File: src/rtl/data_mem_pkg.sv
// rtl/data_mem_pkg.sv - shared funct3 codes, states, region bounds and lane masks for data_mem_port
package data_mem_pkg;

    localparam logic [2:0] F3_B  = 3'b000;
    localparam logic [2:0] F3_H  = 3'b001;
    localparam logic [2:0] F3_W  = 3'b010;
    localparam logic [2:0] F3_BU = 3'b100;
    localparam logic [2:0] F3_HU = 3'b101;

    localparam logic [31:0] DMEM_BASE_DEF = 32'h0000_5000;
    localparam logic [31:0] DMEM_END_DEF  = 32'h0000_8000;

    localparam logic [3:0] MASK_NONE = 4'b0000;
    localparam logic [3:0] MASK_B    = 4'b0001;
    localparam logic [3:0] MASK_H    = 4'b0011;
    localparam logic [3:0] MASK_W    = 4'b1111;

    typedef enum logic [2:0] {
        ST_IDLE = 3'd0,
        ST_RD0  = 3'd1,
        ST_RD1  = 3'd2,
        ST_WR1  = 3'd3,
        ST_RESP = 3'd4
    } state_t;

    // Unshifted byte mask for the access size; zero for unknown codes.
    function automatic logic [3:0] size_mask(input logic [2:0] f3);
        case (f3)
            F3_B, F3_BU: size_mask = MASK_B;
            F3_H, F3_HU: size_mask = MASK_H;
            F3_W:        size_mask = MASK_W;
            default:     size_mask = MASK_NONE;
        endcase
    endfunction

    // Access size minus one, used to find the last byte touched.
    function automatic logic [31:0] size_minus1(input logic [2:0] f3);
        case (f3)
            F3_H, F3_HU: size_minus1 = 32'd1;
            F3_W:        size_minus1 = 32'd3;
            default:     size_minus1 = 32'd0;
        endcase
    endfunction

    // Stores only have B/H/W encodings; unsigned codes are load-only.
    function automatic logic funct3_valid(input logic [2:0] f3, input logic we);
        if (we) begin
            funct3_valid = (f3 == F3_B) || (f3 == F3_H) || (f3 == F3_W);
        end else begin
            funct3_valid = (f3 == F3_B) || (f3 == F3_H) || (f3 == F3_W) ||
                           (f3 == F3_BU) || (f3 == F3_HU);
        end
    endfunction

endpackage

File: src/rtl/data_mem_align.sv
// rtl/data_mem_align.sv - combinational lane logic: write masks/data for rows R and R+1, load extract/extend
module data_mem_align
    import data_mem_pkg::*;
(
    input  logic [2:0]  funct3,
    input  logic [1:0]  offset,
    input  logic [31:0] wdata,
    input  logic [31:0] rd_lo,
    input  logic [23:0] rd_hi,
    output logic [3:0]  mask_lo,
    output logic [3:0]  mask_hi,
    output logic [31:0] din_lo,
    output logic [31:0] din_hi,
    output logic [31:0] load_data
);

    logic [7:0]  mask8;
    logic [63:0] din64;
    logic [31:0] field;

    // Shift the size mask and store data across an 8-lane window spanning rows R and R+1.
    always_comb begin
        mask8   = {4'b0000, size_mask(funct3)} << offset;
        din64   = {32'h0, wdata} << {offset, 3'b000};
        mask_lo = mask8[3:0];
        mask_hi = mask8[7:4];
        din_lo  = din64[31:0];
        din_hi  = din64[63:32];
    end

    // Pull the addressed field out of {R+1, R} and extend it per funct3.
    always_comb begin
        case (offset)
            2'd0:    field = rd_lo;
            2'd1:    field = {rd_hi[7:0],  rd_lo[31:8]};
            2'd2:    field = {rd_hi[15:0], rd_lo[31:16]};
            default: field = {rd_hi[23:0], rd_lo[31:24]};
        endcase
        case (funct3)
            F3_B:    load_data = {{24{field[7]}}, field[7:0]};
            F3_H:    load_data = {{16{field[15]}}, field[15:0]};
            F3_W:    load_data = field;
            F3_BU:   load_data = {24'h0, field[7:0]};
            F3_HU:   load_data = {16'h0, field[15:0]};
            default: load_data = 32'h0;
        endcase
    end

endmodule

File: src/rtl/data_mem_port.sv
// rtl/data_mem_port.sv - RV32I load/store front end to BRAM port A; MISALIGNED_SPLIT_EN enables two-row split accesses
module data_mem_port
    import data_mem_pkg::*;
#(
    parameter logic [31:0] DMEM_BASE = DMEM_BASE_DEF,
    parameter logic [31:0] DMEM_END  = DMEM_END_DEF
) (
    input  logic        clk,
    input  logic        rst_n,
    input  logic        req_valid,
    output logic        req_ready,
    input  logic        req_we,
    input  logic [2:0]  req_funct3,
    input  logic [31:0] req_addr,
    input  logic [31:0] req_wdata,
    output logic        resp_valid,
    output logic [31:0] resp_rdata,
    output logic        resp_err,
    output logic [31:0] mem_addr,
    output logic [3:0]  mem_we,
    output logic [31:0] mem_din,
    input  logic [31:0] mem_dout
);

    state_t      state, state_nx;
    logic [2:0]  f3_q;
    logic [1:0]  off_q;
    logic [31:0] resp_rdata_q;
    logic        resp_err_q;

    logic        idle, accept, fault, crossing, load_resp, err_d;
    logic [31:0] rdata_d, row_addr;
    logic [3:0]  mem_we_c, mask_lo, mask_hi;
    logic [31:0] din_lo, din_hi, load_data;
    logic [2:0]  a_f3;
    logic [1:0]  a_off;
    logic [31:0] a_wdata, a_rd_lo;

`ifdef MISALIGNED_SPLIT_EN
    logic [31:0] wdata_q, row_nx_q, rd_lo_q, last_addr;
    logic        capture_lo;
`endif

    assign idle     = (state == ST_IDLE);
    assign accept   = idle & req_valid;
    assign row_addr = {req_addr[31:2], 2'b00};

    // In IDLE the lane logic looks at the live request; afterwards at the latched one.
    assign a_f3  = idle ? req_funct3 : f3_q;
    assign a_off = idle ? req_addr[1:0] : off_q;

`ifdef MISALIGNED_SPLIT_EN
    assign a_wdata   = idle ? req_wdata : wdata_q;
    assign a_rd_lo   = (state == ST_RD1) ? rd_lo_q : mem_dout;
    assign mem_addr  = idle ? row_addr : row_nx_q;
    assign last_addr = req_addr + size_minus1(req_funct3);
`else
    assign a_wdata  = req_wdata;
    assign a_rd_lo  = mem_dout;
    assign mem_addr = row_addr;
`endif

    data_mem_align u_align (
        .funct3    (a_f3),
        .offset    (a_off),
        .wdata     (a_wdata),
        .rd_lo     (a_rd_lo),
        .rd_hi     (mem_dout[23:0]),
        .mask_lo   (mask_lo),
        .mask_hi   (mask_hi),
        .din_lo    (din_lo),
        .din_hi    (din_hi),
        .load_data (load_data)
    );

    // Any lane in row R+1 means the access straddles a row boundary.
    assign crossing = |mask_hi;

    // Fault decision for the request presented in IDLE.
    always_comb begin
        fault = !funct3_valid(req_funct3, req_we) ||
                (req_addr >= DMEM_END) ||
                (req_we && (req_addr < DMEM_BASE));
`ifdef MISALIGNED_SPLIT_EN
        fault = fault || (last_addr >= DMEM_END);
`else
        fault = fault || crossing;
`endif
    end

    // Next-state and bus/response control.
    always_comb begin
        state_nx  = state;
        mem_we_c  = 4'b0000;
        load_resp = 1'b0;
        rdata_d   = 32'h0;
        err_d     = 1'b0;
`ifdef MISALIGNED_SPLIT_EN
        capture_lo = 1'b0;
`endif
        case (state)
            ST_IDLE: begin
                if (req_valid) begin
                    if (fault) begin
                        state_nx  = ST_RESP;
                        load_resp = 1'b1;
                        err_d     = 1'b1;
                    end else if (req_we) begin
                        mem_we_c  = mask_lo;
                        load_resp = 1'b1;
`ifdef MISALIGNED_SPLIT_EN
                        state_nx  = crossing ? ST_WR1 : ST_RESP;
`else
                        state_nx  = ST_RESP;
`endif
                    end else begin
                        state_nx = ST_RD0;
                    end
                end
            end
            ST_RD0: begin
`ifdef MISALIGNED_SPLIT_EN
                if (crossing) begin
                    state_nx   = ST_RD1;
                    capture_lo = 1'b1;
                end else begin
                    state_nx  = ST_RESP;
                    load_resp = 1'b1;
                    rdata_d   = load_data;
                end
`else
                state_nx  = ST_RESP;
                load_resp = 1'b1;
                rdata_d   = load_data;
`endif
            end
`ifdef MISALIGNED_SPLIT_EN
            ST_RD1: begin
                state_nx  = ST_RESP;
                load_resp = 1'b1;
                rdata_d   = load_data;
            end
            ST_WR1: begin
                mem_we_c = mask_hi;
                state_nx = ST_RESP;
            end
`endif
            ST_RESP: state_nx = ST_IDLE;
            default: state_nx = ST_IDLE;
        endcase
    end

    // State and response registers; reset drops any in-flight request silently.
    always_ff @(posedge clk) begin
        if (!rst_n) begin
            state        <= ST_IDLE;
            resp_rdata_q <= 32'h0;
            resp_err_q   <= 1'b0;
        end else begin
            state <= state_nx;
            if (load_resp) begin
                resp_rdata_q <= rdata_d;
                resp_err_q   <= err_d;
            end
        end
    end

    // Latch the request fields needed after the accept cycle.
    always_ff @(posedge clk) begin
        if (accept) begin
            f3_q  <= req_funct3;
            off_q <= req_addr[1:0];
`ifdef MISALIGNED_SPLIT_EN
            wdata_q  <= req_wdata;
            row_nx_q <= row_addr + 32'd4;
`endif
        end
    end

`ifdef MISALIGNED_SPLIT_EN
    // Hold row R data while row R+1 is being read.
    always_ff @(posedge clk) begin
        if (capture_lo) begin
            rd_lo_q <= mem_dout;
        end
    end
`endif

    assign mem_we     = rst_n ? mem_we_c : 4'b0000;
    assign mem_din    = idle ? din_lo : din_hi;
    assign req_ready  = idle;
    assign resp_valid = (state == ST_RESP);
    assign resp_rdata = resp_rdata_q;
    assign resp_err   = resp_err_q;

endmodule
File: config.mk
export PLATFORM = sky130hd
export DESIGN_NAME = data_mem_port
export DESIGN_NICKNAME = d
export VERILOG_FILES = /design/src/rtl/data_mem_pkg.sv /design/src/rtl/data_mem_align.sv /design/src/rtl/data_mem_port.sv
export SDC_FILE = /design/constraint.sdc
export NUM_CORES = 1
export LEC_CHECK = 0
export ABC_AREA = 1
export CORE_ASPECT_RATIO = 1.25
export CORE_MARGIN = 2
export CORE_UTILIZATION = 41
export CTS_BUF_LIST = sky130_fd_sc_hd__clkbuf_8
export CTS_CLUSTER_DIAMETER = 150
export DETAILED_ROUTE_END_ITERATION = 10
export GPL_TIMING_DRIVEN = 0
export PLACE_DENSITY_LB_ADDON = 0.05
export SYNTH_ARGS = -nofsm -noshare
export SYNTH_HDL_FRONTEND = slang
export SYNTH_SLANG_ARGS = --single-unit
File: constraint.sdc
create_clock -name clk -period 2.35 [get_ports clk]
set_clock_uncertainty 0.2 [all_clocks]
set_input_delay 0.5875 -clock clk [delete_from_list [all_inputs] [get_ports clk]]
set_output_delay 0.5875 -clock clk [all_outputs]
set_load 0.01 [all_outputs]
# After elaboration in Yosys (flattened, before gate mapping)
# Index checks and enable logic that the tools add are counted.
# word_totals
latchBits	0
mem_count	0
mem_bits_rw	0
romBits	0
ff_bits	41
wordCells	63
output_inout_bits	103
inputBits	103
# op_classes
n_mul	0
mux	24
n_bitwise	1
shifts	2
n_addsub	0
n_reduce_logical	16
eq_ne	13
n_div	0
order_cmp	2
# op_table
op	n
one-hot mux 32 bit (5 select lines)	1
one-hot mux 32 bit (3 select lines)	1
2-to-1 mux 32 bit	2
<< shifter 32 x 5 -> 64 bit	1
>= comparator 32 x 16 -> 1 bit, second input constant	1
less-than comparator 32 x 15 -> 1 bit, second input constant	1
2-to-1 mux 4 bit	5
== test 3 bit, second input constant	5
2-to-1 mux 3 bit	4
one-hot mux 4 bit (3 select lines)	1
== test 3 x 1 -> 1 bit, second input constant	3
zero test 3 bit	3
<< shifter 4 x 2 -> 8 bit	1
logical OR 1 bit	7
2-to-1 mux 1 bit	7
== test 3 x 2 -> 1 bit, second input constant	2
one-hot mux 3 bit (2 select lines)	1
OR reduction 2 bit	2
OR reduction 4 bit	1
== test 2 x 1 -> 1 bit, second input constant	1
== test 2 bit, second input constant	1
zero test 2 bit	1
2-to-1 mux 2 bit	1
!= test 2 bit, second input constant	1
other kinds (4)	4

# Longest topological paths before layout
# Gate-level depths: netlist of the first run.
# logic_depth
depth_word	14
mapped_depth	13

# Modules after synthesis
# From an unflattened synthesis of the first run, not the netlist that was laid out.
# hier_totals
hier_cells	806
hier_area_um2	4843.4
# modules_own_cells
mod	n_inst	area_each_um2	cells_per_inst
data_mem_port	1	2602.5	353
data_mem_align	1	2240.9	453

# Worst setup path after synthesis of the first run
# Ideal clock, no wire load.
# synth_path
kind	input -> output
startpoint	input port req_addr[31]
endpoint	output port mem_we[3]
slack_ns	-0.175
required_ns	1.562
path_stages	8
arrival_time_ns	1.737
n_path_buf	0
cell_sequence	or2_2 -> nor2_1 -> nand2_1 -> nor2_1 -> nand2_1 -> nor2_1 -> nand2_1 -> a211oi_1
# synth_between
elab_chain_len	8
word_cells_on_any_way	10
cone_classes	order compare (2); mux (4); reduce/logical (4)
# synth_rtl
item	line	source
start, declared	data_mem_port.sv:14	input logic [31:0] req_addr,
>= comparator 32 x 16 -> 1 bit / less-than comparator 32 x 15 -> 1 bit (equally long branches)	data_mem_port.sv:82, data_mem_port.sv:83	
logical OR 1 bit / logical AND 1 bit (equally long branches)	data_mem_port.sv:81, data_mem_port.sv:83	
logical OR 1 bit *	data_mem_port.sv:82	(req_addr >= DMEM_END) ||
logical OR 1 bit *	data_mem_port.sv:87	fault = fault || crossing;
2-to-1 mux 4 bit *	data_mem_port.sv:104	if (fault) begin
2-to-1 mux 4 bit *	data_mem_port.sv:103	if (req_valid) begin
2-to-1 mux 4 bit *	data_mem_port.sv:101	case (state)
2-to-1 mux 4 bit *	data_mem_port.sv:189	assign mem_we = rst_n ? mem_we_c : 4'b0000;
end, declared	data_mem_port.sv:20	output logic [3:0] mem_we,
# Mark *: on every way between the ends. The rest lies on a longest branch, timed or not.

# Worst setup path after layout of the first run
# layout_path
startpoint	register state[2]
endpoint	output port mem_din[5]
# layout_between
elab_chain_len	4
# layout_rtl
item	line	source
start, declared	data_mem_port.sv:25	state_t state, state_nx;
start signal, assigned	data_mem_port.sv:160	state <= state_nx;
zero test 3 bit *	data_mem_port.sv:44	assign idle = (state == ST_IDLE);
2-to-1 mux 2 bit	data_mem_port.sv:50	assign a_off = idle ? req_addr[1:0] : off_q;
<< shifter 32 x 5 -> 64 bit	data_mem_align.sv:24	din64 = {32'h0, wdata} << {offset, 3'b000};
2-to-1 mux 32 bit *	data_mem_port.sv:190	assign mem_din = idle ? din_lo : din_hi;
end, declared	data_mem_port.sv:21	output logic [31:0] mem_din,
# Marks and branches as above.

==> report_table.html, run 1 <==
<table>
<tr><th>Metric</th><th>Value</th></tr>
<tr><th colspan="2">GRT</th></tr>
<tr><td>Sum of overflow across all layers after global routing</td><td>0</td></tr>
<tr><td>Number of antenna violations at the first check in global routing</td><td>0</td></tr>
<tr><td>GRT Overall Usage</td><td>about two fifths</td></tr>
<tr><td>Vias in the first global route</td><td>~6100</td></tr>
<tr><td>Global-route wire length before repair</td><td>about 31000 µm</td></tr>
<tr><td>Maximum number of pins on one net before global-route repair</td><td>13</td></tr>
<tr><th colspan="2">Run</th></tr>
<tr><td>MaxCap Viol Count</td><td>0</td></tr>
<tr><th colspan="2">Yosys</th></tr>
<tr><td>Simple logic cell fraction of the synthesized area</td><td>41.7%</td></tr>
<tr><td>Post-synthesis compound-gate area fraction</td><td>between 10% and 20%</td></tr>
<tr><td>Number of synthesized flops with an enable pin</td><td>5</td></tr>
<tr><td>Commonest register cell after synthesis</td><td>dfxtp_1</td></tr>
<tr><td>Fraction of registers with async set/reset</td><td>0%</td></tr>
<tr><td>Seq cells post-synth</td><td>40</td></tr>
<tr><td>Distinct cell type count after synthesis</td><td>36</td></tr>
<tr><td>Share of cell area taken by muxes after synthesis</td><td>2.56%</td></tr>
<tr><td>Sequential cell area fraction in the yosys report</td><td>about 22%</td></tr>
<tr><td>Ys Warns</td><td>0</td></tr>
<tr><td>Combinational family with the most area after synthesis</td><td>simple AND/OR/NAND/NOR gates</td></tr>
<tr><td>XOR/XNOR share of the synthesized area</td><td>0%</td></tr>
<tr><td>Netlist area before placement</td><td>3900 µm²</td></tr>
<tr><td>Avg Cell Area, Syn</td><td>~6.0 µm²</td></tr>
<tr><td>Number of instances in the synthesized netlist</td><td>651</td></tr>
<tr><td>Adder-cell share of the synthesized area</td><td>0%</td></tr>
<tr><th colspan="2">Detailed routing</th></tr>
<tr><td>Residual DRC</td><td>0</td></tr>
<tr><td>Number of detailed-route iterations in the first pass</td><td>9</td></tr>
<tr><td>Via-per-instance ratio</td><td>6.38</td></tr>
<tr><td>Count of vias placed by the detailed router</td><td>between 6000 and 7000</td></tr>
<tr><td>Total Wirelength</td><td>23600 µm</td></tr>
<tr><td>Detailed router's first-iteration violation count</td><td>~1000</td></tr>
<tr><td>Detailed-route wire length per cell</td><td>22.8 µm</td></tr>
<tr><td>Post-detailed-route count of antenna-violating nets</td><td>0</td></tr>
<tr><th colspan="2">STA</th></tr>
<tr><td>PnR worst setup slack</td><td>-0.637 ns</td></tr>
<tr><td>Worst-Margin Slew</td><td>between 0.5 and 0.6 ns</td></tr>
<tr><td>Post-route fraction of the period consumed by the critical path</td><td>127%</td></tr>
<tr><td>Final number of setup-violating endpoints</td><td>69</td></tr>
<tr><td>Fin crit period</td><td>roughly 3 ns</td></tr>
<tr><td>Unrepaired setup endpoints after global routing</td><td>yes</td></tr>
<tr><td>Max Slew Vio Count</td><td>0</td></tr>
<tr><td>Slew margin rel.</td><td>65.4%</td></tr>
<tr><td>Highest achievable clock rate</td><td>about 0.33 GHz</td></tr>
<tr><td>Final hold violations</td><td>0</td></tr>
<tr><th colspan="2">Power and ir drop</th></tr>
<tr><td>Design internal power</td><td>approximately 1.6 mW</td></tr>
<tr><td>Sequential cell fraction of total power</td><td>a little over a quarter</td></tr>
<tr><td>Final Total Pwr</td><td>approximately 2.7 mW</td></tr>
<tr><td>Power density of the placed cells</td><td>around 370 nW/µm²</td></tr>
<tr><td>P_leak</td><td>3.32 nW</td></tr>
<tr><td>Switch share</td><td>between 40% and 50%</td></tr>
<tr><td>Worst vdd rail ir drop</td><td>about 0.00024 V</td></tr>
<tr><td>Combinational fraction of design power</td><td>between 50% and 60%</td></tr>
<tr><td>Clock network fraction of total power</td><td>about 18%</td></tr>
<tr><td>Power dissipated by switching net loads</td><td>around 1.1 mW</td></tr>
<tr><th colspan="2">Critical path</th></tr>
<tr><td>Top fanout value on the critical path</td><td>6</td></tr>
<tr><td>Cell count of the worst reg-to-reg path</td><td>11</td></tr>
<tr><td>Endpoint required time on the critical path</td><td>between 1.5 and 2 ns</td></tr>
<tr><td>Crit path launch type</td><td>flip-flop</td></tr>
<tr><td>Critical R2R Capture</td><td>resp_rdata[12]</td></tr>
<tr><td>Arrival time of data at the critical path endpoint</td><td>2.20 ns</td></tr>
<tr><td>Worst reg2reg startpoint</td><td>state[2]</td></tr>
<tr><td>Setup CP Type</td><td>flip-flop to primary output</td></tr>
<tr><td>Critical Path Sink Type</td><td>primary output</td></tr>
<tr><td>Minimum setup slack among reg-to-reg paths</td><td>-0.25 ns</td></tr>
<tr><th colspan="2">Clocking</th></tr>
<tr><td>CTS max path bufs</td><td>2</td></tr>
<tr><td>Num CTS Buffers</td><td>5</td></tr>
<tr><td>Clock transition at the registers of the reported paths</td><td>0.08 ns</td></tr>
<tr><td>Source-to-sink clock delay at the later pin of the worst-skew pair</td><td>0.32 ns</td></tr>
<tr><td>Root buffer cell</td><td>clkbuf_8</td></tr>
<tr><td>CTS Sinks</td><td>40</td></tr>
<tr><td>Maximum level of the CTS H-tree</td><td>2</td></tr>
<tr><td>Clock tree from TritonCTS</td><td>done</td></tr>
<tr><th colspan="2">Floorplan</th></tr>
<tr><td>Floorplan die width</td><td>about 91 µm</td></tr>
<tr><td>Floorplan die height</td><td>~110 µm</td></tr>
<tr><td>Core ar.</td><td>9220 µm²</td></tr>
<tr><td>Starting density of the core</td><td>~42%</td></tr>
<tr><td>DIE AREA</td><td>approximately 10000 µm²</td></tr>
<tr><td>Number of placement rows</td><td>39</td></tr>
<tr><td>Boundary Pins</td><td>206</td></tr>
<tr><th colspan="2">Placement</th></tr>
<tr><td>RePlAce Congestion</td><td>0.948</td></tr>
<tr><td>Detailed-placement wirelength estimate</td><td>between 10000 and 15000 µm</td></tr>
<tr><td>Count of input and output buffers</td><td>around 190</td></tr>
<tr><td>Cells after DPL</td><td>between 900 and 1000</td></tr>
<tr><td>Placed cell areas</td><td>about 6000 µm²</td></tr>
<tr><td>Pre-CTS worst setup slack</td><td>-1.42 ns</td></tr>
<tr><th colspan="2">Final layout</th></tr>
<tr><td>Post-layout net count</td><td>between 1000 and 1500</td></tr>
<tr><td>Area of all placed cells without fillers</td><td>7220 µm²</td></tr>
<tr><td>Diodes inserted</td><td>0</td></tr>
<tr><td>Filler-free cell count of the finished design</td><td>1037</td></tr>
<tr><td>Most frequent cells in the layout</td><td>nand2_1 (197), clkdlybuf4s50_1 (128), buf_4 (82), nand3_1 (52), buf_2 (43)</td></tr>
<tr><td>Commonest non-fill, non-tap cell in the layout</td><td>nand2_1</td></tr>
<tr><td>Area growth from synthesis to final layout</td><td>85.0%</td></tr>
<tr><td>Proportion of layout cells with a drive suffix above 1</td><td>between 30% and 40%</td></tr>
<tr><th colspan="2">Hold path</th></tr>
<tr><td>Worst min-delay path class</td><td>flip-flop to flip-flop</td></tr>
<tr><td>Worst hold path stage count</td><td>2</td></tr>
<tr><td>Startpoint of the lowest-slack hold path</td><td>resp_rdata[25]</td></tr>
<tr><td>End point of the worst hold path</td><td>resp_rdata[25]</td></tr>
<tr><th colspan="2">Outcome</th></tr>
<tr><td>Status</td><td>finished, violations left</td></tr>
<tr><td>Violations in the final reports</td><td>negative setup slack</td></tr>
</table>
-- synth_stat cells, types with 2 or more instances --
cell,instances,share of area (%)
edfxtp_1,5,3.8
nand3_1,60,7.7
nand3_2,3,0.77
nand2_2,5,0.80
inv_1,34,3.3
nor2_2,2,0.32
a21oi_1,14,1.8
nand2_1,210,20
o21ai_0,49,6.3
o211ai_1,9,1.7
buf_6,3,0.87
nor3_1,3,0.38
or2_1,2,0.32
buf_4,38,7.3
nand2_4,4,1.2
dfxtp_1,35,18
buf_2,16,2.1
clkbuf_1,16,1.5
buf_1,3,0.29
nor2_1,43,4.1
o21ai_1,9,1.2
o22ai_1,16,2.6
nand4_1,34,5.5
o2111ai_1,2,0.45
inv_2,4,0.38
o221ai_1,13,2.9
mux2i_1,10,2.6
-- area by class of cell --
class,instances,area (µm²)
tap,123,154
fill,569,2000
timing repair buffer,256,2320
sequential,40,856
inverter,39,163
clock inverter,2,11.3
buffer,75,638
clock buffer,5,68.8
multi-input combinational,497,3010
-- timing repair --
item / in CTS / in global routing
hold buffers: 0 / 0
resized for setup: 322 / 92
hold endpoints to repair: 0 / 0
setup buffers: 43 / 17
pin swaps: 46 / 32
cloned: 3 / 2
setup endpoints to repair: 86 / 70
-- registers in the layout (all words and copies together) (netlist names) --
signal,flops
resp_err,1
off_q,2
f3_q,3
resp_rdata,32
state,2
-- metrics by stage --
step	TNS, ns	hold WS [ns]	util, %
2_1_floorplan	-0.304	0.290	-
3_3_place_gp	-60.73	0.258	65.3
3_5_place_dp	-63.00	0.260	65.3
4_1_cts	-13.54	0.272	73.7
5_1_grt	-27.54	0.290	78.3
6_report	-23.72	0.269	78.3
-- power groups by stage --
| stage | Clock, mW | Combinational, mW | Sequential [mW] |
|---|---|---|---|
| CTS | 0.459 | 1.27 | 0.705 |
| detailed placement | 0 | 1.08 | 0.720 |
| global route | 0.496 | 1.55 | 0.707 |
| finish | 0.478 | 1.50 | 0.707 |
| floorplan | 0 | 0.551 | 0.719 |
| global placement | 0 | 1.07 | 0.719 |
-- cells by family after synthesis --
kind of cell,count (synthesis)
AO/OA/AOI/OAI,117
multiplexers,10
flip-flops,40
other,1
AND/OR/NAND/NOR,368
buffers and inverters,115
-- worst max-delay path, stage by stage, from the launching register on --
cell and delay (ns):
dfxtp_4 0.39, nor2_4 0.23, nand2_4 0.14, nand2_8 0.12, buf_8 0.11, clkinvlp_4 0.17
buf_6 0.20, o21ai_2 0.15, nand2_1 0.08, o21ai_1 0.10, buf_2 0.17
-- per-layer routing --
metal | routed length, µm | part of all wire, % | GRT usage, %
met3 | 2660 | 11 | 7.12
met2 | 11000 | 47 | 68.0
met1 | 7410 | 31 | 41.2
met5 | 0 | 0 | 0
met4 | 2520 | 11 | 25.2
-- worst max-delay path by stage --
stage | from | end | depth (start not counted)
after floorplan | req_addr[1] | mem_din[18] | 7
after global placement | req_addr[1] | mem_din[10] | 9
after detailed placement | req_addr[1] | mem_din[6] | 11
after CTS | state[2] | mem_din[13] | 8
after global routing | req_funct3[0] | mem_we[3] | 11
final | state[2] | mem_din[5] | 10
No activity file was read; power rests on OpenSTA's default activity.
==> inputs of run 2 (changes only) <==
--- a/config.mk
+++ b/config.mk
@@ -13,6 +13,7 @@
 export CTS_CLUSTER_DIAMETER = 150
 export DETAILED_ROUTE_END_ITERATION = 10
 export GPL_TIMING_DRIVEN = 0
+export MAX_ROUTING_LAYER = met4
 export PLACE_DENSITY_LB_ADDON = 0.05
 export SYNTH_ARGS = -nofsm -noshare
 export SYNTH_HDL_FRONTEND = slang
==> run 2 against run 1 <==
The run still ends with negative setup slack left. Power is 7.5% higher. Critical path type is now input port to primary output. Clock power is 30% higher. First-iteration DRC count is 8.4% higher. Die area stayed put. Clock-buffer cell count is 1 higher. Worst setup slack worse by 0.20 ns. Final cell count hardly changed.
==> report_table.html, run 2 (synthesis gave the netlist of run 1 again) <==
<table>
<tr><th>Metric</th><th>Value</th></tr>
<tr><th colspan="2">GRT</th></tr>
<tr><td>GRT Overall Usage</td><td>between 30% and 40%</td></tr>
<tr><td>Global-route wire length before repair</td><td>about 30000 µm</td></tr>
<tr><td>Sum of overflow across all layers after global routing</td><td>0</td></tr>
<tr><td>Number of antenna violations at the first check in global routing</td><td>0</td></tr>
<tr><td>Vias in the first global route</td><td>roughly 6000</td></tr>
<tr><td>Maximum number of pins on one net before global-route repair</td><td>14</td></tr>
<tr><th colspan="2">Critical path</th></tr>
<tr><td>Crit path buffers/inverters</td><td>3</td></tr>
<tr><td>Longest individual stage delay on the worst path</td><td>approximately 0.46 ns</td></tr>
<tr><td>Slowest cell on the critical path</td><td>clkbuf_1</td></tr>
<tr><td>Worst reg2reg startpoint</td><td>state[2]</td></tr>
<tr><td>Minimum setup slack among reg-to-reg paths</td><td>-0.41 ns</td></tr>
<tr><td>Top fanout value on the critical path</td><td>9</td></tr>
<tr><td>Cell count of the worst reg-to-reg path</td><td>13</td></tr>
<tr><td>Endpoint required time on the critical path</td><td>1.56 ns</td></tr>
<tr><td>Setup CP Type</td><td>input port to primary output</td></tr>
<tr><td>Most frequent cell on the critical path</td><td>nand2_1</td></tr>
<tr><td>Critical R2R Capture</td><td>resp_rdata[18]</td></tr>
<tr><td>Crit path launch type</td><td>input port</td></tr>
<tr><td>Arrival time of data at the critical path endpoint</td><td>~2.4 ns</td></tr>
<tr><td>Cell-by-cell trace of the critical path</td><td>clkbuf_1 &gt; nand2_1 &gt; inv_1 &gt; o21ai_4 &gt; o31ai_4 &gt; nand2_1 &gt; nor2_2 &gt; buf_2</td></tr>
<tr><td>Critical Path Sink Type</td><td>primary output</td></tr>
<tr><td>Largest delay contributor family on the critical path</td><td>buffers and inverters</td></tr>
<tr><th colspan="2">Detailed routing</th></tr>
<tr><td>Count of vias placed by the detailed router</td><td>approximately 6600</td></tr>
<tr><td>Detailed-route wire length per cell</td><td>between 20 and 25 µm</td></tr>
<tr><td>Detailed router's first-iteration violation count</td><td>1060</td></tr>
<tr><td>Via-per-instance ratio</td><td>6.36</td></tr>
<tr><td>Number of detailed-route iterations in the first pass</td><td>8</td></tr>
<tr><td>Post-detailed-route count of antenna-violating nets</td><td>0</td></tr>
<tr><td>Residual DRC</td><td>0</td></tr>
<tr><td>Total Wirelength</td><td>around 24000 µm</td></tr>
<tr><th colspan="2">Final layout</th></tr>
<tr><td>Most frequent cells in the layout</td><td>nand2_1 (187), clkdlybuf4s50_1 (129), buf_4 (79), nand3_1 (51), buf_2 (40)</td></tr>
<tr><td>Area growth from synthesis to final layout</td><td>89.9%</td></tr>
<tr><td>Commonest non-fill, non-tap cell in the layout</td><td>nand2_1</td></tr>
<tr><td>Post-layout net count</td><td>between 1000 and 1500</td></tr>
<tr><td>Number of flip-flops in the largest register</td><td>32</td></tr>
<tr><td>Proportion of layout cells with a drive suffix above 1</td><td>between 30 and 40%</td></tr>
<tr><td>Diodes inserted</td><td>0</td></tr>
<tr><td>Util after Layout</td><td>around four fifths</td></tr>
<tr><th colspan="2">Power and ir drop</th></tr>
<tr><td>Worst vdd rail ir drop</td><td>0.000237 V</td></tr>
<tr><td>Switch share</td><td>39.5%</td></tr>
<tr><td>P_leak</td><td>3.38 nW</td></tr>
<tr><td>Power dissipated by switching net loads</td><td>1.14 mW</td></tr>
<tr><td>Power density of the placed cells</td><td>390 nW/µm²</td></tr>
<tr><td>Design internal power</td><td>between 1.5 and 2 mW</td></tr>
<tr><td>Sequential cell fraction of total power</td><td>approximately a quarter</td></tr>
<tr><td>Combinational fraction of design power</td><td>between 50% and 60%</td></tr>
<tr><td>Final Total Pwr</td><td>between 2 and 3 mW</td></tr>
<tr><td>Clock network fraction of total power</td><td>between 20% and 30%</td></tr>
<tr><th colspan="2">STA</th></tr>
<tr><td>Unrepaired setup endpoints after global routing</td><td>yes</td></tr>
<tr><td>Slew margin rel.</td><td>56.7%</td></tr>
<tr><td>Post-route fraction of the period consumed by the critical path</td><td>136%</td></tr>
<tr><td>Fin crit period</td><td>3.19 ns</td></tr>
<tr><td>Final number of setup-violating endpoints</td><td>70</td></tr>
<tr><td>Worst-Margin Slew</td><td>0.649 ns</td></tr>
<tr><td>Highest achievable clock rate</td><td>around 0.31 GHz</td></tr>
<tr><td>Final hold violations</td><td>0</td></tr>
<tr><td>PnR worst setup slack</td><td>-0.840 ns</td></tr>
<tr><td>Max Slew Vio Count</td><td>0</td></tr>
<tr><th colspan="2">Floorplan</th></tr>
<tr><td>Number of placement rows</td><td>39</td></tr>
<tr><td>Boundary Pins</td><td>206</td></tr>
<tr><td>Core ar.</td><td>~9200 µm²</td></tr>
<tr><td>Floorplan die height</td><td>113 µm</td></tr>
<tr><td>Floorplan die width</td><td>91.3 µm</td></tr>
<tr><td>DIE AREA</td><td>10300 µm²</td></tr>
<tr><td>Starting density of the core</td><td>42.3%</td></tr>
<tr><th colspan="2">Hold path</th></tr>
<tr><td>Worst min-delay path class</td><td>flip-flop to flip-flop</td></tr>
<tr><td>End point of the worst hold path</td><td>resp_rdata[10]</td></tr>
<tr><td>Startpoint of the lowest-slack hold path</td><td>resp_rdata[10]</td></tr>
<tr><td>Worst hold path stage count</td><td>2</td></tr>
<tr><th colspan="2">Clocking</th></tr>
<tr><td>Clock transition at the registers of the reported paths</td><td>about 0.080 ns</td></tr>
<tr><td>Clock tree from TritonCTS</td><td>done</td></tr>
<tr><td>Root buffer cell</td><td>clkbuf_8</td></tr>
<tr><td>CTS max path bufs</td><td>2</td></tr>
<tr><td>Post-cts hold buffer count</td><td>0</td></tr>
<tr><td>Maximum level of the CTS H-tree</td><td>2</td></tr>
<tr><td>Source-to-sink clock delay at the later pin of the worst-skew pair</td><td>just over 0.3 ns</td></tr>
<tr><td>CTS Sinks</td><td>40</td></tr>
<tr><td>Num CTS Buffers</td><td>5</td></tr>
<tr><th colspan="2">Outcome</th></tr>
<tr><td>Violations in the final reports</td><td>negative setup slack</td></tr>
<tr><td>Status</td><td>finished, violations left</td></tr>
<tr><th colspan="2">Placement</th></tr>
<tr><td>RePlAce Congestion</td><td>between 0.9 and 1</td></tr>
<tr><td>Count of input and output buffers</td><td>approximately 190</td></tr>
<tr><td>Detailed-placement wirelength estimate</td><td>~13000 µm</td></tr>
<tr><th colspan="2">Run</th></tr>
<tr><td>MaxCap Viol Count</td><td>0</td></tr>
</table>
-- run 2: cell count changes in the layout (fill, tap and decap cells not counted), moves of 4 or more --
cell             before  now
clkbuf_2              8    4
buf_6                19   23
o21ai_1              16   10
clkdlybuf4s15_2       4    0
clkdlybuf4s15_1      10    6
nand2_2               5   11
nand2_1             197  187
o21ai_2              12   20
buf_12                1    5
dlygate4sd2_1        11   20
-- run 2: layout make-up --
| type | instances | area [µm²] |
|---|---|---|
| Clock buffer | 6 | 82.6 |
| Inverter | 39 | 165 |
| Sequential cell | 40 | 858 |
| Timing Repair Buffer | 254 | 2330 |
| Tap cell | 123 | 154 |
| Fill cell | 524 | 1810 |
| Buffer | 76 | 624 |
| Clock inverter | 2 | 38.8 |
| Multi-Input combinational cell | 498 | 3150 |
-- run 2: power by group through the flow --
stage	registers (mW)	logic, mW	clock network (mW)
final	0.706	1.56	0.622
after global routing	0.706	1.61	0.647
after CTS	0.704	1.23	0.615
after detailed placement	0.720	1.08	0
after global placement	0.719	1.06	0
after floorplan	0.719	0.551	0
-- run 2: worst max path at each step --
stage	startpoint	end	slack, ns	depth (start not counted)
final	rst_n	mem_we[2]	-0.84	8
after global routing	rst_n	mem_we[2]	-0.77	8
after CTS	state[2]	mem_we[1]	-0.46	13
after detailed placement	req_addr[1]	mem_din[4]	-1.42	11
after global placement	req_funct3[1]	mem_we[3]	-1.39	8
after floorplan	req_addr[1]	mem_din[18]	-0.03	7
-- run 2: routing by layer --
| layer | vias to the layer above | global-route usage, % | wire length (µm) |
|---|---|---|---|
| li1 | 2714 | - | - |
| met1 | 2943 | 40.3 | 7860 |
| met2 | 675 | 64.0 | 11000 |
| met3 | 274 | 5.86 | 2840 |
| met4 | 0 | 24.7 | 2450 |
| met5 | - | - | 0 |
-- run 2: worst min-delay path, cell delays in order (launching register included) --
cell     delay, ns
dfxtp_1       0.32
nand4_1       0.08
nand2_1       0.04
-- run 2: metrics by stage --
stage / hold slack, ns / worst slack [ns] / setup TNS [ns] / std cells / instance area, µm²
floorplan: 0.290 / -0.0338 / -0.304 / 652 / 3940
global placement: 0.258 / -1.39 / -60.48 / 967 / 6020
detailed placement: 0.262 / -1.42 / -62.81 / 967 / 6020
CTS: 0.273 / -0.461 / -14.82 / 1017 / 6720
global route: 0.288 / -0.774 / -32.72 / 1038 / 7410
finish: 0.273 / -0.840 / -30.29 / 1038 / 7410
-- run 2: what timing repair did --
action                                  4_1_cts  5_1_grt
gates cloned                                  2        3
hold endpoints to repair                      0        0
endpoints found under the setup margin       87       68
buffers inserted                             40       20
gates resized for setup                     298      130
pin swaps                                    42       36
==> inputs of run 3 (changes only) <==
--- a/config.mk
+++ b/config.mk
@@ -6,9 +6,11 @@
 export NUM_CORES = 1
 export LEC_CHECK = 0
 export ABC_AREA = 1
+export CELL_PAD_IN_SITES_DETAIL_PLACEMENT = 0
+export CELL_PAD_IN_SITES_GLOBAL_PLACEMENT = 1
 export CORE_ASPECT_RATIO = 1.25
 export CORE_MARGIN = 2
-export CORE_UTILIZATION = 41
+export CORE_UTILIZATION = 26
 export CTS_BUF_LIST = sky130_fd_sc_hd__clkbuf_8
 export CTS_CLUSTER_DIAMETER = 150
 export DETAILED_ROUTE_END_ITERATION = 10
==> run 3 against run 2 <==
The flow still finishes with violations (negative setup slack). Worst setup slack improved by 0.37 ns. Final cell count rose by 6.7%. Sequential share of layout area fell by 0.30 points. Fmax rose by 13%. Combinational power fell by 6%. Largest power group unchanged.
==> report_table.html, run 3 (synthesis gave the netlist of run 1 again) <==
<table>
<tr><th>Metric</th><th>Value</th></tr>
<tr><th colspan="2">Critical path</th></tr>
<tr><td>Top fanout value on the critical path</td><td>6</td></tr>
<tr><td>Longest individual stage delay on the worst path</td><td>0.40 ns</td></tr>
<tr><td>Arrival time of data at the critical path endpoint</td><td>~2.0 ns</td></tr>
<tr><td>Setup CP Type</td><td>flip-flop to primary output</td></tr>
<tr><td>Critical Path Sink Type</td><td>primary output</td></tr>
<tr><td>Largest delay contributor family on the critical path</td><td>buffers and inverters</td></tr>
<tr><td>Cell-by-cell trace of the critical path</td><td>nor2_4 &gt; buf_6 &gt; buf_6 &gt; o21ai_4 &gt; buf_12 &gt; clkbuf_16 &gt; buf_12 &gt; nand2_2 &gt; o221ai_2 &gt; buf_2</td></tr>
<tr><td>Endpoint required time on the critical path</td><td>1.56 ns</td></tr>
<tr><td>Crit path launch type</td><td>flip-flop</td></tr>
<tr><td>Slowest cell on the critical path</td><td>dfxtp_4</td></tr>
<tr><td>Crit path buffers/inverters</td><td>6</td></tr>
<tr><th colspan="2">Clocking</th></tr>
<tr><td>Clock tree from TritonCTS</td><td>done</td></tr>
<tr><td>CTS max path bufs</td><td>2</td></tr>
<tr><td>Maximum level of the CTS H-tree</td><td>2</td></tr>
<tr><td>Source-to-sink clock delay at the later pin of the worst-skew pair</td><td>slightly above 0.3 ns</td></tr>
<tr><td>CTS Sinks</td><td>40</td></tr>
<tr><td>Root buffer cell</td><td>clkbuf_8</td></tr>
<tr><td>Clock transition at the registers of the reported paths</td><td>~0.09 ns</td></tr>
<tr><td>Num CTS Buffers</td><td>5</td></tr>
<tr><td>Post-cts hold buffer count</td><td>0</td></tr>
<tr><th colspan="2">Placement</th></tr>
<tr><td>RePlAce Congestion</td><td>between 0.9 and 1</td></tr>
<tr><td>Placed cell areas</td><td>about 6100 µm²</td></tr>
<tr><td>Detailed-placement wirelength estimate</td><td>roughly 14000 µm</td></tr>
<tr><td>Count of input and output buffers</td><td>between 150 and 200</td></tr>
<tr><td>Cells after DPL</td><td>1026</td></tr>
<tr><td>Pre-CTS worst setup slack</td><td>-1.48 ns</td></tr>
<tr><th colspan="2">STA</th></tr>
<tr><td>Post-route fraction of the period consumed by the critical path</td><td>120%</td></tr>
<tr><td>PnR worst setup slack</td><td>-0.470 ns</td></tr>
<tr><td>Slew margin rel.</td><td>around three fifths</td></tr>
<tr><td>Unrepaired setup endpoints after global routing</td><td>yes</td></tr>
<tr><td>Highest achievable clock rate</td><td>0.355 GHz</td></tr>
<tr><td>Final hold violations</td><td>0</td></tr>
<tr><td>Max Slew Vio Count</td><td>0</td></tr>
<tr><td>Final number of setup-violating endpoints</td><td>64</td></tr>
<tr><td>Worst-Margin Slew</td><td>0.588 ns</td></tr>
<tr><td>Fin crit period</td><td>2.82 ns</td></tr>
<tr><th colspan="2">Detailed routing</th></tr>
<tr><td>Detailed router's first-iteration violation count</td><td>299</td></tr>
<tr><td>Total Wirelength</td><td>approximately 20000 µm</td></tr>
<tr><td>Via-per-instance ratio</td><td>around 5.1</td></tr>
<tr><td>Number of detailed-route iterations in the first pass</td><td>4</td></tr>
<tr><td>Detailed-route wire length per cell</td><td>18.2 µm</td></tr>
<tr><td>Post-detailed-route count of antenna-violating nets</td><td>0</td></tr>
<tr><td>Residual DRC</td><td>0</td></tr>
<tr><td>Count of vias placed by the detailed router</td><td>between 5000 and 6000</td></tr>
<tr><th colspan="2">Final layout</th></tr>
<tr><td>Commonest non-fill, non-tap cell in the layout</td><td>nand2_1</td></tr>
<tr><td>Filler-free cell count of the finished design</td><td>approximately 1100</td></tr>
<tr><td>Diodes inserted</td><td>0</td></tr>
<tr><td>Fillers</td><td>1481</td></tr>
<tr><td>Most frequent cells in the layout</td><td>nand2_1 (182), clkdlybuf4s50_1 (128), buf_4 (83), nand3_1 (52), buf_2 (42)</td></tr>
<tr><td>Number of flip-flops in the largest register</td><td>32</td></tr>
<tr><td>Area of all placed cells without fillers</td><td>around 7600 µm²</td></tr>
<tr><td>Area growth from synthesis to final layout</td><td>95.0%</td></tr>
<tr><td>Post-layout net count</td><td>a little over 1000</td></tr>
<tr><td>Util after Layout</td><td>between 50% and 60%</td></tr>
<tr><td>Area of the multi-input gates</td><td>approximately 3200 µm²</td></tr>
<tr><td>Proportion of layout cells with a drive suffix above 1</td><td>between 30% and 40%</td></tr>
<tr><td>Area taken by flip-flops and latches</td><td>858 µm²</td></tr>
<tr><th colspan="2">Floorplan</th></tr>
<tr><td>Core ar.</td><td>14800 µm²</td></tr>
<tr><td>Number of placement rows</td><td>50</td></tr>
<tr><td>Floorplan die height</td><td>around 140 µm</td></tr>
<tr><td>DIE AREA</td><td>between 15000 and 20000 µm²</td></tr>
<tr><td>Floorplan die width</td><td>between 100 and 150 µm</td></tr>
<tr><td>Boundary Pins</td><td>between 200 and 250</td></tr>
<tr><td>Starting density of the core</td><td>between 20% and 30%</td></tr>
<tr><th colspan="2">Power and ir drop</th></tr>
<tr><td>P_leak</td><td>roughly 3.5 nW</td></tr>
<tr><td>Worst vdd rail ir drop</td><td>~0.00021 V</td></tr>
<tr><td>Power density of the placed cells</td><td>around 360 nW/µm²</td></tr>
<tr><th colspan="2">Run</th></tr>
<tr><td>MaxCap Viol Count</td><td>0</td></tr>
<tr><th colspan="2">Outcome</th></tr>
<tr><td>Status</td><td>finished, violations left</td></tr>
<tr><td>Violations in the final reports</td><td>negative setup slack</td></tr>
<tr><th colspan="2">GRT</th></tr>
<tr><td>Global-route wire length before repair</td><td>between 30000 and 40000 µm</td></tr>
<tr><td>Maximum number of pins on one net before global-route repair</td><td>15</td></tr>
<tr><td>GRT Overall Usage</td><td>24.8%</td></tr>
<tr><td>Number of antenna violations at the first check in global routing</td><td>0</td></tr>
<tr><td>Vias in the first global route</td><td>between 5000 and 6000</td></tr>
<tr><td>Sum of overflow across all layers after global routing</td><td>0</td></tr>
<tr><th colspan="2">Hold path</th></tr>
<tr><td>Worst min-delay path class</td><td>flip-flop to flip-flop</td></tr>
</table>
[run 3: repair_timing]
action | CTS | global route
setup buffers | 55 | 14
cloned | 10 | 0
gates resized for setup | 370 | 83
setup endpoints to repair | 90 | 69
hold endpoints to repair | 0 | 0
pin swaps | 62 | 40
[run 3: where the power goes]
| part | total [mW] | internal [mW] | switching [mW] |
|---|---|---|---|
| sequential | 0.704 | 0.697 | 0.00673 |
| combinational | 1.46 | 0.692 | 0.765 |
| clock | 0.610 | 0.320 | 0.290 |
| total | 2.77 | 1.71 | 1.06 |
[run 3: path summary, 6_finish.rpt]
check	start	endpoint	slack [ns]	cells after the start
worst max-delay path	state[2]	mem_din[21]	-0.47	10
worst min-delay path	resp_rdata[7]	resp_rdata[7]	0.27	2
worst max register to register	off_q[1]	resp_rdata[11]	-0.09	13
worst min register to register	resp_rdata[7]	resp_rdata[7]	0.27	2
[run 3: through the flow]
step           TNS (ns)  power, mW  hold WS, ns
6_report         -15.98       2.77        0.269
2_1_floorplan    -0.304       1.27        0.290
4_1_cts          -16.67       2.68        0.275
3_5_place_dp     -68.27       1.82        0.262
3_3_place_gp     -67.70       1.82        0.256
5_1_grt          -25.00       2.90        0.293
[run 3: layout make-up]
cell class | instances | area share (%)
inverter | 39 | 2.14
timing repair buffer | 266 | 31.9
sequential | 40 | 11.3
clock buffer | 5 | 0.904
buffer | 74 | 8.30
tap | 182 | 2.99
clock inverter | 3 | 0.608
multi-input combinational | 499 | 41.8
[run 3: routing by layer]
metal / track usage [%] / vias up / part of all wire (%)
met5: - / - / 0
met4: 10.2 / 0 / 3.7
met3: 3.65 / 48 / 5.0
met2: 44.1 / 236 / 53
met1: 27.6 / 2629 / 38
li1: - / 2740 / -
[run 3: worst min-delay path: stages (launching register included)]
cell,delay [ns]
dfxtp_1,0.32
nand4_1,0.07
nand2_1,0.04
